**src/rtl/pipeline_pkg.sv**
```systemverilog
// Shared types for the pipeline hazard controller: sequencer states and forwarding selects.
package pipeline_pkg;

    localparam int REG_AW = 4;

    typedef enum logic [1:0] {
        RUN  = 2'b00,
        WAIT = 2'b01,
        ERR  = 2'b10
    } ctrl_state_t;

    typedef enum logic [1:0] {
        FWD_RF    = 2'b00,
        FWD_EXMEM = 2'b01,
        FWD_MEMWB = 2'b10
    } fwd_sel_t;

endpackage

```
**src/rtl/hazard_fwd_unit.sv**
```systemverilog
// Combinational load-use detection and EX-stage operand forwarding selects.
module hazard_fwd_unit #(
    parameter int REG_AW = pipeline_pkg::REG_AW
) (
    input  logic [REG_AW-1:0]   id_rs1,
    input  logic [REG_AW-1:0]   id_rs2,
    input  logic                id_use_rs2,
    input  logic [REG_AW-1:0]   ex_rs1,
    input  logic [REG_AW-1:0]   ex_rs2,
    input  logic [REG_AW-1:0]   ex_rd,
    input  logic                ex_memread,
    input  logic                ex_regwrite,
    input  logic [REG_AW-1:0]   mem_rd,
    input  logic                mem_regwrite,
    input  logic [REG_AW-1:0]   wb_rd,
    input  logic                wb_regwrite,
    output logic                load_use,
    output pipeline_pkg::fwd_sel_t fwd_a,
    output pipeline_pkg::fwd_sel_t fwd_b
);
    import pipeline_pkg::*;

    // The younger producer (MEM) wins over WB; register 0 gets no special treatment.
    function automatic fwd_sel_t pick_fwd(
        input logic [REG_AW-1:0] rs,
        input logic [REG_AW-1:0] m_rd,
        input logic              m_rw,
        input logic [REG_AW-1:0] w_rd,
        input logic              w_rw
    );
        if (m_rw && (m_rd == rs))
            return FWD_EXMEM;
        else if (w_rw && (w_rd == rs))
            return FWD_MEMWB;
        else
            return FWD_RF;
    endfunction

    assign load_use = ex_memread & ex_regwrite &
                      ((ex_rd == id_rs1) | (id_use_rs2 & (ex_rd == id_rs2)));

    assign fwd_a = pick_fwd(ex_rs1, mem_rd, mem_regwrite, wb_rd, wb_regwrite);
    assign fwd_b = pick_fwd(ex_rs2, mem_rd, mem_regwrite, wb_rd, wb_regwrite);

endmodule

```
**src/rtl/pipeline_hazard_ctrl.sv**
```systemverilog
// Central sequencer for the pipeline segment registers: stalls, flushes, memory freeze,
// forwarding selects and saturating performance counters.
module pipeline_hazard_ctrl #(
    parameter int REG_AW      = pipeline_pkg::REG_AW,
    parameter int MEM_TIMEOUT = 16,
    parameter int CNT_W       = 16
) (
    input  logic              clk,
    input  logic              rst,
    input  logic [REG_AW-1:0] id_rs1,
    input  logic [REG_AW-1:0] id_rs2,
    input  logic              id_use_rs2,
    input  logic [REG_AW-1:0] ex_rs1,
    input  logic [REG_AW-1:0] ex_rs2,
    input  logic [REG_AW-1:0] ex_rd,
    input  logic              ex_memread,
    input  logic              ex_regwrite,
    input  logic              ex_branch_tk,
    input  logic [REG_AW-1:0] mem_rd,
    input  logic              mem_regwrite,
    input  logic              mem_req,
    input  logic              mem_ready,
    input  logic [REG_AW-1:0] wb_rd,
    input  logic              wb_regwrite,
    output logic              pc_en,
    output logic              ifid_en,
    output logic              ifid_flush,
    output logic              idex_en,
    output logic              idex_flush,
    output logic              exmem_en,
    output logic              memwb_bubble,
    output logic [1:0]        fwd_a,
    output logic [1:0]        fwd_b,
    output logic              mem_err,
    output logic [CNT_W-1:0]  stall_cnt,
    output logic [CNT_W-1:0]  flush_cnt
);
    import pipeline_pkg::*;

    localparam int WAIT_W = $clog2(MEM_TIMEOUT);
    localparam logic [WAIT_W-1:0] WAIT_LAST = WAIT_W'(MEM_TIMEOUT - 1);

    ctrl_state_t       state;
    logic [WAIT_W-1:0] wait_cnt;
    logic              load_use;
    fwd_sel_t          fwd_a_sel;
    fwd_sel_t          fwd_b_sel;
    logic              freeze;
    logic              flush_event;

    hazard_fwd_unit #(.REG_AW(REG_AW)) u_hazard_fwd (
        .id_rs1       (id_rs1),
        .id_rs2       (id_rs2),
        .id_use_rs2   (id_use_rs2),
        .ex_rs1       (ex_rs1),
        .ex_rs2       (ex_rs2),
        .ex_rd        (ex_rd),
        .ex_memread   (ex_memread),
        .ex_regwrite  (ex_regwrite),
        .mem_rd       (mem_rd),
        .mem_regwrite (mem_regwrite),
        .wb_rd        (wb_rd),
        .wb_regwrite  (wb_regwrite),
        .load_use     (load_use),
        .fwd_a        (fwd_a_sel),
        .fwd_b        (fwd_b_sel)
    );

    // Mealy priority mux: freeze > taken branch > load-use > normal; everything quiet under reset.
    always_comb begin
        pc_en        = 1'b0;
        ifid_en      = 1'b0;
        ifid_flush   = 1'b0;
        idex_en      = 1'b0;
        idex_flush   = 1'b0;
        exmem_en     = 1'b0;
        memwb_bubble = 1'b0;
        fwd_a        = FWD_RF;
        fwd_b        = FWD_RF;
        freeze       = 1'b0;
        flush_event  = 1'b0;
        if (!rst) begin
            fwd_a  = fwd_a_sel;
            fwd_b  = fwd_b_sel;
            freeze = ((state == RUN) && mem_req && !mem_ready) ||
                     ((state == WAIT) && !mem_ready);
            if (state == ERR) begin
                // Let the pipeline advance but drop the load data that never arrived.
                pc_en        = 1'b1;
                ifid_en      = 1'b1;
                idex_en      = 1'b1;
                exmem_en     = 1'b1;
                memwb_bubble = 1'b1;
            end else if (freeze) begin
                memwb_bubble = 1'b1;
            end else if (ex_branch_tk) begin
                pc_en       = 1'b1;
                ifid_en     = 1'b1;
                idex_en     = 1'b1;
                exmem_en    = 1'b1;
                ifid_flush  = 1'b1;
                idex_flush  = 1'b1;
                flush_event = 1'b1;
            end else if (load_use) begin
                idex_en    = 1'b1;
                exmem_en   = 1'b1;
                idex_flush = 1'b1;
            end else begin
                pc_en    = 1'b1;
                ifid_en  = 1'b1;
                idex_en  = 1'b1;
                exmem_en = 1'b1;
            end
        end
    end

    always_ff @(posedge clk or posedge rst) begin
        if (rst) begin
            state    <= RUN;
            wait_cnt <= '0;
            mem_err  <= 1'b0;
        end else begin
            case (state)
                RUN: begin
                    if (mem_req && !mem_ready) begin
                        state    <= WAIT;
                        wait_cnt <= '0;
                    end
                end
                WAIT: begin
                    if (mem_ready)
                        state <= RUN;
                    else if (wait_cnt == WAIT_LAST)
                        state <= ERR;
                    else
                        wait_cnt <= wait_cnt + 1'b1;
                end
                ERR: begin
                    state   <= RUN;
                    mem_err <= 1'b1;
                end
                default: state <= RUN;
            endcase
        end
    end

    // Performance counters stick at all-ones instead of wrapping.
    always_ff @(posedge clk or posedge rst) begin
        if (rst) begin
            stall_cnt <= '0;
            flush_cnt <= '0;
        end else begin
            if (!pc_en && (stall_cnt != '1))
                stall_cnt <= stall_cnt + 1'b1;
            if (flush_event && (flush_cnt != '1))
                flush_cnt <= flush_cnt + 1'b1;
        end
    end

endmodule

```
**config.mk**
```make
export PLATFORM = sky130hd
export DESIGN_NAME = pipeline_hazard_ctrl
export DESIGN_NICKNAME = d
export VERILOG_FILES = /design/src/rtl/pipeline_pkg.sv /design/src/rtl/hazard_fwd_unit.sv /design/src/rtl/pipeline_hazard_ctrl.sv
export SDC_FILE = /design/constraint.sdc
export NUM_CORES = 1
export LEC_CHECK = 0
export ABC_AREA = 1
export CELL_PAD_IN_SITES_DETAIL_PLACEMENT = 0
export CELL_PAD_IN_SITES_GLOBAL_PLACEMENT = 1
export CORE_MARGIN = 2
export CORE_UTILIZATION = 30
export CTS_CLUSTER_DIAMETER = 30
export DETAILED_ROUTE_END_ITERATION = 8
export HOLD_SLACK_MARGIN = 0.08
export PLACE_DENSITY = 0.81
export REMOVE_ABC_BUFFERS = 1
export SYNTH_ARGS = -nofsm -noshare
export SYNTH_HDL_FRONTEND = slang
export SYNTH_SLANG_ARGS = --single-unit
```
**constraint.sdc**
```tcl
create_clock -name clk -period 4.3 [get_ports clk]
set_clock_uncertainty 0.1 [all_clocks]
set_input_delay 1.29 -clock clk [delete_from_list [all_inputs] [get_ports clk]]
set_output_delay 1.29 -clock clk [all_outputs]
set_load 0.01 [all_outputs]
```
# Word-level counts from Yosys, hierarchy flattened
# Index checks and enable logic that the tools add are counted.
# op_classes
bitwise	4
muxes	34
add_sub_neg	3
reduce_logical	17
eq_ne	15
# op_table
operator	n
$add 16x1->16 const B	2
$ne 16x16->1 const B	2
$eq 4x4->1	6
$mux 1	20
$mux 2	9
$mux 4	3
$logic_and 1x1->1	10
$pmux 4 s2	1
$add 4x1->4 const B	1
$eq 4x4->1 const B	1
$ne 2x2->1 const B	2
$pmux 2 s2	1
$reduce_and 4->1	1
$and 1x1->1	3
$ne 3x2->1 const B	1
$eq 2x1->1 const B	1
$eq 2x2->1 const B	1
$logic_not 1->1	2
$logic_not 2->1	1
$ne 2x1->1 const B	1
$reduce_and 2->1	1
$reduce_bool 2->1	1
$logic_or 1x1->1	1
$or 1x1->1	1
# word_totals
out_inout_bits	44
input_bits	38
regBits	39
wordCells	78

# Logic depth before layout (Yosys ltp)
# logic_depth
word_depth	11
ltp_mapped	12

# By module
# From an unflattened synthesis, not the netlist that was laid out.
# unflattened
hier_cells	448
area_unflattened_um2	2865.2
# modules_own_cells
mod	area_each_um2	seq_area_each_um2	n_inst	cells_each
pipeline_hazard_ctrl	2428.6	975.9	1	347
hazard_fwd_unit	436.7	0.0	1	101

# Worst setup path after synthesis
# Ideal clock, no wire load.
# synth_timing
path_type	input-to-output
from	in rst
to	out pc_en
n_path_buf	2
setup_slack_ns	-0.190
t_arrival_ns	3.100
required_ns	2.910
stages	5
path_cell_list	inv_1 -> nand2_1 -> buf_2 -> nand2_1 -> buf_4
# synth_via
elab_chain_len	1
# synth_lines
element	line	source
start, declared	pipeline_hazard_ctrl.sv:9	input logic rst,
$mux 1	-	
end, declared	pipeline_hazard_ctrl.sv:25	output logic pc_en,
# No other way between the ends.

# Worst setup path after layout
# layout_timing
from	in mem_req
to	out memwb_bubble
# layout_via
elab_chain_len	6
# layout_lines
element	line	source
start, declared	pipeline_hazard_ctrl.sv:21	input logic mem_req,
$logic_and 1x1->1 (2 in a row)	pipeline_hazard_ctrl.sv:85	freeze = ((state == RUN) && mem_req && !mem_ready) ||
$logic_or 1x1->1	pipeline_hazard_ctrl.sv:85	
$mux 1	pipeline_hazard_ctrl.sv:94	end else if (freeze) begin
$mux 1	pipeline_hazard_ctrl.sv:87	if (state == ERR) begin
$mux 1	pipeline_hazard_ctrl.sv:82	if (!rst) begin
end, declared	pipeline_hazard_ctrl.sv:31	output logic memwb_bubble,
# No other way between the ends.

==> out/qor.yml <==
setup_path:
  crit_family: "buffers and inverters"
  crit_path_cell_trace: "clkdlybuf4s50_1, nand4_2, buf_4, a31oi_1, clkdlybuf4s50_1"
  startpoint_type: "input port"
  crit_path_max_incr_delay_ps: 580
  r2r_slack_ps: 2170
  path_class: "in2out"
  crit_top_cell: "clkdlybuf4s50_1"
  cp.buffers_inverters: 3
  critPathMaxFanout: 5
  cp_slowest_cell: "clkdlybuf4s50_1"
  worstPathRequired_ps: 2910
  crit_arrival_ps: 2790
  endpoint_kind: "output port"
power_and_ir_drop:
  combPwrFrac_pct: 34.2
  power.share.switching_pct: 33.45
  p_int_mw: 0.7832
  p_per_area_mw_per_mm2: 309.9
  vdd_drop_max_v: 0.0001151
  pwr-share-seq_pct: 42.7
  p_switching_mw: 0.3937
  clkPwrFrac_pct: 23.1
  leakagePower_nw: 1.823
timing:
  fmax_mhz: 239.0
  worst_slew_pin_slew_ps: 509.3
  finalMaxSlewViolations: 0
  period_share_pct: 97.31
  hold_viol: 0
  slew_headroom_pct: 66.04
  fin_hold_ws_ps: 426.5
  setup_viol: 0
  min_period_ps: 4184
clock_network:
  ctsRootBufferMaster: "clkbuf_8"
  cts_sinks: 39
  clk_latency_ps: 290
  clk_path_buf_depth: 2
  htreeDepth: 2
  cts_tree: "done"
  clk_pin_slew_ps: 70
  cts_made_buffers: 5
  postCtsSetupBuffers: 0
routing:
  dr.pass1.iters: 5
  viasPerCell: 4.668
  drc: 0
  drt_iter0_markers: 147
  wl_mm: 6.833
  antenna_left: 0
  post_drt_wl_per_cell_um: 11.70
  num_vias: 2726
place:
  gp_congestion: 0.8442
  postPlaceCellArea_mm2: 0.003685
  hpwl_mm: 5.363
  port_buffers: 81
min_path:
  hold_path.class: "reg2reg"
finish:
  synthToLayoutAreaGrowth_pct: 38.08
  fin_area_mm2: 0.003797
  drive_above_1_share_pct: 7.563
  diodes: 0
  finish.net_count: 516
die:
  dieHeight_um: 99.75
  die_w_um: 99.75
  ios: 82
  die-area_mm2: 0.009949
  rows: 34
  core_area_mm2: 0.008806
  start_util_pct: 31.23
status:
  status: "complete, no violations"
global_route:
  grt_antenna_before_repair: 0
  grt.total_usage_pct: 14.12
  grt_pass1_wl_mm: 11.67
  grt_pass1_vias: 2552
  grt_max_degree: 40
  grt.overflow.total: 0
synthesis:
  ys_seq_area_share_pct: 35.49
  synth.ff_latch_count: 39
  avgSynthCellArea_um2: 7.088
  synth.cell_area_mm2: 0.002750
  yosysWarningCount: 0
  ys_types: 28
  syn_inst: 388
job:
  maxCapViolations: 0
==> synthesized netlist by cell type (all sizes together) <==
master | instances | share of area, %
nand2 | 134 | 19
inv | 43 | 5.9
nor2 | 41 | 6.6
dfrtp | 39 | 35
nand3 | 25 | 5.5
nand4 | 24 | 5.7
o21ai | 17 | 3.5
xnor2 | 16 | 5.1
xor2 | 16 | 5.1
buf | 9 | 2.6
nor3 | 9 | 1.6
a21oi | 4 | 0.73
ha | 3 | 1.4
o2111ai | 2 | 0.64
or2 | 2 | 0.45
a31oi | 1 | 0.23
nand3b | 1 | 0.27
nor4 | 1 | 0.23
o22ai | 1 | 0.23
==> cell type report <==
class	count	area, um^2
clock buffers	8	100.1
fillers	897	5009
inverters	43	161.4
multi-input cells	297	1544
flip-flops and latches	39	975.9
well taps	108	135.1
repair buffers	89	880.8
==> per-stage QoR <==
step	worst slack [ps]	instances	util, %	TNS (ps)	power (mW)
after global routing	-1.622	584	43.12	-1.789	1.261
after global placement	-85.92	576	41.84	-246.1	0.9108
after detailed placement	-74.49	576	41.84	-225.9	0.9156
after floorplan	-138.0	379	-	-276.0	0.7033
after CTS	4.450	584	42.95	0	1.196
final	115.7	584	43.12	0	1.177
==> layer usage <==
layer	GRT usage (%)	vias up	wire [um]
li1	-	1426	-
met1	19.24	1210	3306
met2	22.30	84	3040
met3	2.952	6	406
met4	4.742	0	79
met5	0	-	0
==> worst reg2reg max path, delay by kind of cell, from the launching register on <==
| kind | cells | cell delay, ps |
|---|---|---|
| adder cells (fa/ha/maj) | 1 | 280 |
| buffers and inverters | 2 | 410 |
| flip-flops | 1 | 420 |
| AND/OR/NAND/NOR | 5 | 810 |
==> power groups by stage <==
| stage | Clock, mW | Sequential [mW] | Combinational, mW |
|---|---|---|---|
| after floorplan | 0 | 0.518 | 0.186 |
| after global placement | 0 | 0.509 | 0.401 |
| after detailed placement | 0 | 0.509 | 0.407 |
| after CTS | 0.287 | 0.503 | 0.407 |
| after global routing | 0.301 | 0.516 | 0.444 |
| final | 0.272 | 0.502 | 0.402 |
==> timing repair <==
action                                  in CTS  in global routing
hold buffers                                 0                  0
endpoints found under the setup margin       4                  6
gates resized for setup                      5                  7
pin swaps                                    0                  1
==> layout by cell type (no fill, tap or decap), types with 2 or more instances in the layout <==
| cell | netlist | layout |
|---|---|---|
| xnor2_1 | 16 | 16 |
| nor3_1 | 9 | 9 |
| dlygate4sd2_1 | 0 | 4 |
| nor2_2 | 2 | 3 |
| inv_1 | 42 | 42 |
| xor2_1 | 16 | 16 |
| ha_1 | 3 | 3 |
| o21ai_0 | 14 | 13 |
| nand2_1 | 128 | 128 |
| nor2_1 | 36 | 35 |
| nor2_4 | 3 | 3 |
| nand3_4 | 2 | 2 |
| a21oi_1 | 4 | 4 |
| nand3_1 | 23 | 23 |
| nand2_2 | 6 | 6 |
| o21ai_2 | 3 | 3 |
| o2111ai_1 | 2 | 2 |
| clkdlybuf4s50_1 | 0 | 71 |
| clkbuf_8 | 0 | 7 |
| or2_2 | 2 | 2 |
| nand4_1 | 23 | 23 |
| dfrtp_1 | 39 | 39 |
| buf_4 | 3 | 8 |
| dlymetal6s2s_1 | 0 | 6 |
==> flip-flops by register name (all words and copies together) (netlist names) <==
register,count
mem_err,1
wait_cnt,4
state,2
stall_cnt,16
flush_cnt,16
==> cell families after synthesis <==
logic type	count (synthesis)	share of synthesized area, %
and+or+nand+nor	237	39.17
adders and majority gates	3	1.365
AOI/OAI and AO/OA	25	5.324
DFF	39	35.49
buffers and inverters	52	8.462
xor gates and xnor gates	32	10.19
==> worst paths after layout <==
check / startpoint / to / cells past startpoint
max: mem_req / memwb_bubble / 5
max reg2reg: flush_cnt[0]$_DFFE_PP0P_ / flush_cnt[4]$_DFFE_PP0P_ / 8
min in group asynchronous: rst / wait_cnt[0]$_DFFE_PP0P_ / 3
min reg2reg: mem_err$_DFFE_PP0N_ / mem_err$_DFFE_PP0N_ / 1
min: mem_err$_DFFE_PP0N_ / mem_err$_DFFE_PP0N_ / 1
max in group asynchronous: rst / stall_cnt[0]$_DFFE_PP0P_ / 3
Power figures use the tool's default switching activity.
